[src/rtl/uart_rx.sv]
// ---------------------------------------------------------------------------
// uart_rx -- asynchronous serial receiver, 1 start / 8 data (LSB first) /
// 1 stop, no parity.
//
// The raw line goes through a two-flop synchroniser. After that a small FSM
// confirms the start bit at mid-bit and samples every following bit at
// mid-period. A good frame updates dout_o and raises a one-cycle done tick.
// A low stop bit raises a one-cycle framing-error tick instead. The receiver
// then waits for the line to go high again before it looks for a new start.
//
// Parameters
//   c_clkfreq      system clock frequency in Hz
//   c_baudrate     line bit rate; bit_ticks = c_clkfreq / c_baudrate must
//                  lie in 4..65535
//
// Ports
//   clk              system clock, rising edge
//   rst              synchronous, active-high reset
//   rx_i             raw serial line (asynchronous, idle high)
//   dout_o           last correctly received byte, held until the next one
//   rx_done_tick_o   one-cycle pulse when dout_o is updated
//   frame_err_o      one-cycle pulse when the stop bit is sampled low
// ---------------------------------------------------------------------------
module uart_rx #(
    parameter int c_clkfreq  = 100_000_000,
    parameter int c_baudrate = 115_200
) (
    input  logic       clk,
    input  logic       rst,
    input  logic       rx_i,
    output logic [7:0] dout_o,
    output logic       rx_done_tick_o,
    output logic       frame_err_o
);

    localparam int c_bit_ticks  = c_clkfreq / c_baudrate;
    localparam int c_half_ticks = c_bit_ticks / 2;

    localparam logic [15:0] c_bit_last  = 16'(c_bit_ticks - 1);
    localparam logic [15:0] c_half_last = 16'(c_half_ticks - 1);

    localparam logic [2:0] S_IDLE  = 3'd0;
    localparam logic [2:0] S_START = 3'd1;
    localparam logic [2:0] S_DATA  = 3'd2;
    localparam logic [2:0] S_STOP  = 3'd3;
    localparam logic [2:0] S_BREAK = 3'd4;

    logic        r_sync1;
    logic        r_sync2;
    logic [2:0]  r_state;
    logic [15:0] r_tick_cnt;
    logic [3:0]  r_bit_cnt;
    logic [7:0]  r_shift;
    logic [7:0]  r_dout;
    logic        r_done;
    logic        r_ferr;

    logic        w_rx_s;
    logic        w_half_last;
    logic        w_bit_last;

    assign w_rx_s      = r_sync2;
    assign w_half_last = (r_tick_cnt == c_half_last);
    assign w_bit_last  = (r_tick_cnt == c_bit_last);

    always_ff @(posedge clk) begin
        if (rst) begin
            r_sync1    <= 1'b1;
            r_sync2    <= 1'b1;
            r_state    <= S_IDLE;
            r_tick_cnt <= '0;
            r_bit_cnt  <= '0;
            r_shift    <= '0;
            r_dout     <= '0;
            r_done     <= 1'b0;
            r_ferr     <= 1'b0;
        end else begin
            r_sync1 <= rx_i;
            r_sync2 <= r_sync1;
            // Both ticks are single-cycle; only the stop-bit branch raises one.
            r_done  <= 1'b0;
            r_ferr  <= 1'b0;

            case (r_state)
                S_IDLE: begin
                    if (!w_rx_s) begin
                        r_state    <= S_START;
                        r_tick_cnt <= '0;
                    end
                end

                S_START: begin
                    if (w_half_last) begin
                        r_tick_cnt <= '0;
                        if (!w_rx_s) begin
                            // Still low at mid-start: a real start bit. From
                            // here every sample lands one full bit later.
                            r_state   <= S_DATA;
                            r_bit_cnt <= '0;
                        end else begin
                            // Line returned high: a glitch, drop it silently.
                            r_state <= S_IDLE;
                        end
                    end else begin
                        r_tick_cnt <= r_tick_cnt + 16'd1;
                    end
                end

                S_DATA: begin
                    if (w_bit_last) begin
                        r_tick_cnt <= '0;
                        // LSB arrives first, so shift right and insert at MSB.
                        r_shift    <= {w_rx_s, r_shift[7:1]};
                        r_bit_cnt  <= r_bit_cnt + 4'd1;
                        if (r_bit_cnt == 4'd7) begin
                            r_state <= S_STOP;
                        end
                    end else begin
                        r_tick_cnt <= r_tick_cnt + 16'd1;
                    end
                end

                S_STOP: begin
                    if (w_bit_last) begin
                        r_tick_cnt <= '0;
                        if (w_rx_s) begin
                            // Leaving at mid-stop lets a start bit that
                            // immediately follows a one-bit stop be caught.
                            r_dout  <= r_shift;
                            r_done  <= 1'b1;
                            r_state <= S_IDLE;
                        end else begin
                            r_ferr  <= 1'b1;
                            r_state <= S_BREAK;
                        end
                    end else begin
                        r_tick_cnt <= r_tick_cnt + 16'd1;
                    end
                end

                S_BREAK: begin
                    // A held-low line must not be taken as a stream of starts.
                    if (w_rx_s) begin
                        r_state <= S_IDLE;
                    end
                end

                default: begin
                    r_state    <= S_IDLE;
                    r_tick_cnt <= '0;
                end
            endcase
        end
    end

    assign dout_o         = r_dout;
    assign rx_done_tick_o = r_done;
    assign frame_err_o    = r_ferr;

endmodule

[config.mk]
export PLATFORM = sky130hd
export DESIGN_NAME = uart_rx
export DESIGN_NICKNAME = d
export VERILOG_FILES = /design/src/rtl/uart_rx.sv
export SDC_FILE = /design/constraint.sdc
export NUM_CORES = 1
export LEC_CHECK = 0
export ABC_CLOCK_PERIOD_IN_PS = 4150
export CORE_AREA = 3 3 75 77
export DETAILED_ROUTE_END_ITERATION = 8
export DIE_AREA = 0 0 78 80
export PLACE_DENSITY = 0.59
export SKIP_LAST_GASP = 1
export SYNTH_ARGS = -nofsm -noshare
export SYNTH_HDL_FRONTEND = slang
export SYNTH_SLANG_ARGS = --single-unit
[constraint.sdc]
create_clock -name clk -period 4.15 [get_ports clk]
set_input_delay 0.415 -clock clk [delete_from_list [all_inputs] [get_ports clk]]
set_output_delay 0.415 -clock clk [all_outputs]
set_load 0.005 [all_outputs]
Yosys cells after proc, flatten, opt, wreduce, memory -nomap -nowiden:

Index checks and enable logic that the tools add are counted.
Widths: inputs -> output; s select.

* add/sub/neg operators: 2
* multiplexer cells: 19
* equality and inequality tests: 14
* bitwise logic cells: 3
* reductions and logical operators: 9

Operators with widths (number)
* $pmux 16 s4: 1
* $mux 16: 3
* $mux 3: 7
* $add 16x1->16 const B: 1
* $eq 16x10->1 const B: 1
* $eq 16x9->1 const B: 1
* $pmux 3 s5: 1
* $ne 2x2->1 const B: 7
* $mux 4: 3
* $pmux 4 s2: 1
* $eq 3x2->1 const B: 2
* $reduce_and 6->1: 1
* $add 4x1->4 const B: 1
* $eq 4x3->1 const B: 1
* $reduce_and 2->1: 2
* $reduce_and 4->1: 1
* $eq 3x1->1 const B: 1
* $eq 3x3->1 const B: 1
* $logic_not 3->1: 1
* $not 1->1: 3
* $reduce_and 3->1: 1
* $reduce_or 3->1: 1
* $mux 1: 2
* $mux 2: 1
* 2 further kinds: 2

* logic and storage cells: 56
* bits in registers: 43

Longest topological paths before layout:

* depth in word-level cells: 4
* gate-level depth with buffers: 9
* depth with buffers taken out: 7

Worst setup path after synthesis:

OpenSTA, ideal clock, no wires.

* kind: flip-flop to flip-flop
* start: register r_tick_cnt[0]
* end: register r_tick_cnt[8]
* stages on the path, launching flop included: 9
* path slack: 2021 ps
* required time: 4023 ps
* setup time: 127 ps
* path buffers: 2
* data arrival time: 2002 ps
* path through: dfxtp_1 -> ha_1 -> or3b_2 -> nor4_2 -> o32ai_1 -> clkbuf_1 -> buf_2 -> a21oi_1 -> a31oi_1

* longest elaborated chain between the ends: 3
* elaborated cells between the ends (all ways): 6
* classes of those cells: add/sub (1); eq/ne (2); mux (3)

Ends and longest elaborated chain
* start, declared: RTL line 51 `logic [15:0] r_tick_cnt;`
* start signal, assigned: RTL line 105 `r_tick_cnt <= r_tick_cnt + 16'd1;`
* start signal, assigned: RTL line 119 `r_tick_cnt <= r_tick_cnt + 16'd1;`
* start signal, assigned: RTL line 137 `r_tick_cnt <= r_tick_cnt + 16'd1;`
* $add 16x1->16 (tied with other cells): RTL line 105, 119, 137
* $mux 16, on equally long branches: RTL line 110, 124, 93
* $pmux 16 s4 (*): RTL line 84 `case (r_state)`

Every way passes the cells marked *; elsewhere a longest branch is shown, timed or not.
A chain may end at the register's enable or synchronous reset.

Worst setup path after layout:

* start: register r_tick_cnt[0]
* end: register r_state[0]

* longest elaborated chain between the ends: 3
* elaborated cells between the ends (all ways): 6
* classes of those cells: eq/ne (5); reduce/logical (1)

Ends and longest elaborated chain
* $eq 16x10->1 / $eq 16x9->1 (equally long branches): RTL line 64, 63
* $ne 2x2->1 (no line)
* $reduce_and 6->1 (no line) (*)
* end signal, assigned: RTL line 70 `r_state <= S_IDLE;`
* end signal, assigned: RTL line 87 `r_state <= S_START;`
* end signal, assigned: RTL line 98 `r_state <= S_DATA;`
* end, declared: RTL line 50 `logic [2:0] r_state;`

Marked as above.

==> flow_summary.ini <==
[clock_network]
htreeDepth = 2
clk_pin_slew_worst_paths_ps = 80
post-cts-setup-buffer-count = 0
clock_insertion_delay_worst_skew_ps = 300
cts_buffer_depth = 2
tritoncts_clock_tree = yes
clock_sink_count = 43
cts.repair.resized = 0
post_cts_hold_buffer_count = 0
cts_inserted_buffers = 5
cts_root_buf = clkbuf_8

[worst_setup_path]
crit_arrival_ps = 2700
path_cells = ha_1 -> or3b_2 -> nor4_2 -> o32ai_2 -> or4_1 -> a21oi_1
startpoint_of_the_lowest_slack_register_to_register_path = r_tick_cnt[0]
timing.reg2reg.worst_path_depth = 6
critPathMaxStageDelay_ps = 470
critical_path_required_time_ps = 4390
worstSetupEndpointType = register
worstSetupPathType = reg -> reg
worst-path-max-fanout = 10
critical_path.startpoint_type = register
cp-startpoint = r_tick_cnt[0]
rrSetupSlack_ps = 1690
crit-reg2reg-capture = r_state[0]
critical_path.slowest_cell = nor4_2

[place]
io_port_bufs = 12
gp_congestion = 0.751
estimated_wirelength_of_the_detail_placed_design_um = 2860

[synthesis]
syn_area_mm2 = 0.00198
synth.ff_latch_count = 43
yosys_most_used_dff = dfxtp_1
synth_async_sr_flop_share_pct = 0
synth_edf_count = 0
yosys_warnings = 0
synthesis.instances = 238
syn_area_per_cell_um2 = 8.31
synth_fp_nets = 244
synth_cell_types = 42
synth-seq-area-share_pct = 43.5

[floorplanning]
die_height_um = 80
core.rowCount = 26
core_mm2 = 0.00507
design.portCount = 13
initial_utilization_pct = 39.0
die_x_um = 78
die_area_mm2 = 0.00624

[outcome]
status = complete, no violations

[sta]
finalClockSkew_ps = 5.80
max_freq_mhz = 406
setup_tns_ps = 0
worstMarginPinSlew_ps = 1140
drv_slew = 0
finalSetupViolations = 0
unrepaired_setup_endpoints_after_global_routing = no
hold_ws_ps = 415
slew-limit-headroom_pct = 24.0
period_share_pct = 59.4
finalCriticalPeriod_ps = 2460
timing_hold_violations_final = 0

[flow_run]
maxCapViolCount = 0

[global_routing]
global_route_wire_length_before_repair_um = 7180
vias_in_the_first_global_route = 1472
grt_remaining_overflow = 0
grt_max_degree = 23
grt_antenna_before_repair = 0
grt.total_usage_pct = 14.4

[hold_path]
hold-path-cell-count = 1
worst_hold_startpoint = r_sync1
hp-class = reg -> reg
endpoint_of_the_worst_hold_path = r_sync2

[cells_and_area]
most_common_cell_after_layout_fill_and_taps_aside = dfxtp_1
layout-drive-gt1-share_pct = 8.47
finalNetCount = 253
area_growth_pct = 14.7
layout_common_cells = 43 x dfxtp_1, 36 x nand2_1, 24 x nor2_1, 22 x a21oi_1, 12 x clkdlybuf4s50_1
antenna_cells = 0
fill_cells = 546

[power]
design_power_total_mw = 0.783
power_density_mw_per_mm2 = 345
worst_supply_voltage_drop_on_vdd_uv = 133
static-leakage-power_nw = 0.702

[route]
wl_per_cell_um = 13.0
vias = 1670
route.detailed.drc = 0
antenna_violating_nets_post_route = 0
vias_per_cell = 5.25
drt-total-wl_um = 4140
first_iter_violations = 135
dr.pass1.iters = 4
==> through the flow <==
step | utilization, % | std cells | worst slack [ps] | cell area [um^2]
global route | 44.7 | 318 | 1500 | 2270
floorplan | - | 238 | 2020 | 1980
finish | 44.7 | 318 | 1690 | 2270
detailed placement | 42.5 | 310 | 1480 | 2160
global placement | 42.5 | 310 | 1520 | 2160
CTS | 44.7 | 318 | 1700 | 2270
==> sequential cells by signal, summed over array words and instances, names as in the netlist <==
signal,count
r_sync1,1
dout_o,8
r_bit_cnt,4
r_shift,8
r_sync2,1
frame_err_o,1
r_state,3
r_tick_cnt,16
rx_done_tick_o,1
==> worst max path at each step <==
stage,to,slack [ps]
floorplan,r_tick_cnt[8],2020
global placement,r_tick_cnt[9],1520
detailed placement,r_tick_cnt[9],1480
CTS,dout_o[0],1700
global route,r_tick_cnt[13],1500
finish,r_state[0],1690
==> per-layer routing <==
metal	track usage [%]	vias to the layer above	part of all wire [%]
li1	-	876	-
met1	19.9	763	52
met2	21.7	25	44
met3	3.61	6	3.3
met4	4.72	0	1.5
met5	0	-	0
==> cell usage after synthesis, drive strengths merged, types with 3 or more instances <==
cell	number	area (um^2)
mux2i	8	80.1
or4	4	37.5
or2	3	18.8
nor2	24	90.1
o21ai	9	45.0
or3	7	43.8
nand2b	4	25.0
buf	3	15.0
nand2	36	135
o32ai	3	33.8
nand3	8	40.0
dfxtp	43	861
ha	3	37.5
a31oi	10	62.6
nor3	3	15.0
and2	3	18.8
inv	8	30.0
a21oi	23	119
clkbuf	8	30.0
nor4	4	46.3
nand4	5	31.3
==> kinds of logic (layout without fill, tap and decap cells) <==
logic type	count (synthesis)	after routing	share of synthesized area, %
XOR/XNOR	1	1	0.443
adder cells (fa/ha/maj)	3	3	1.90
AND/OR/NAND/NOR	110	110	29.3
flip-flops	43	43	43.5
buffers and inverters	19	29	3.79
multiplexers	8	8	4.05
AO/OA/AOI/OAI	54	54	17.0
==> layout make-up <==
class | count | area, um^2 | share of cell area, %
clock buffer | 5 | 68.8 | 3.03
clock inverter | 3 | 43.8 | 1.93
inverter | 8 | 30.0 | 1.32
multi-input combinational | 176 | 1050 | 46.3
sequential | 43 | 861 | 37.9
tap | 70 | 87.6 | 3.86
timing repair buffer | 13 | 128 | 5.63
==> critical path, delay by kind of cell, from the launching register on <==
kind / cells / cell delay [ps]
AND/OR/NAND/NOR: 3 / 1380
flip-flops: 1 / 440
adder cells (fa/ha/maj): 1 / 190
AO/OA/AOI/OAI: 2 / 400
==> where the power goes <==
group	internal, mW	total [mW]	switching [mW]
combinational	0.0125	0.0365	0.0241
sequential	0.415	0.418	0.00368
clock	0.179	0.328	0.149
Note: power is estimated with default switching activity, not from simulation.
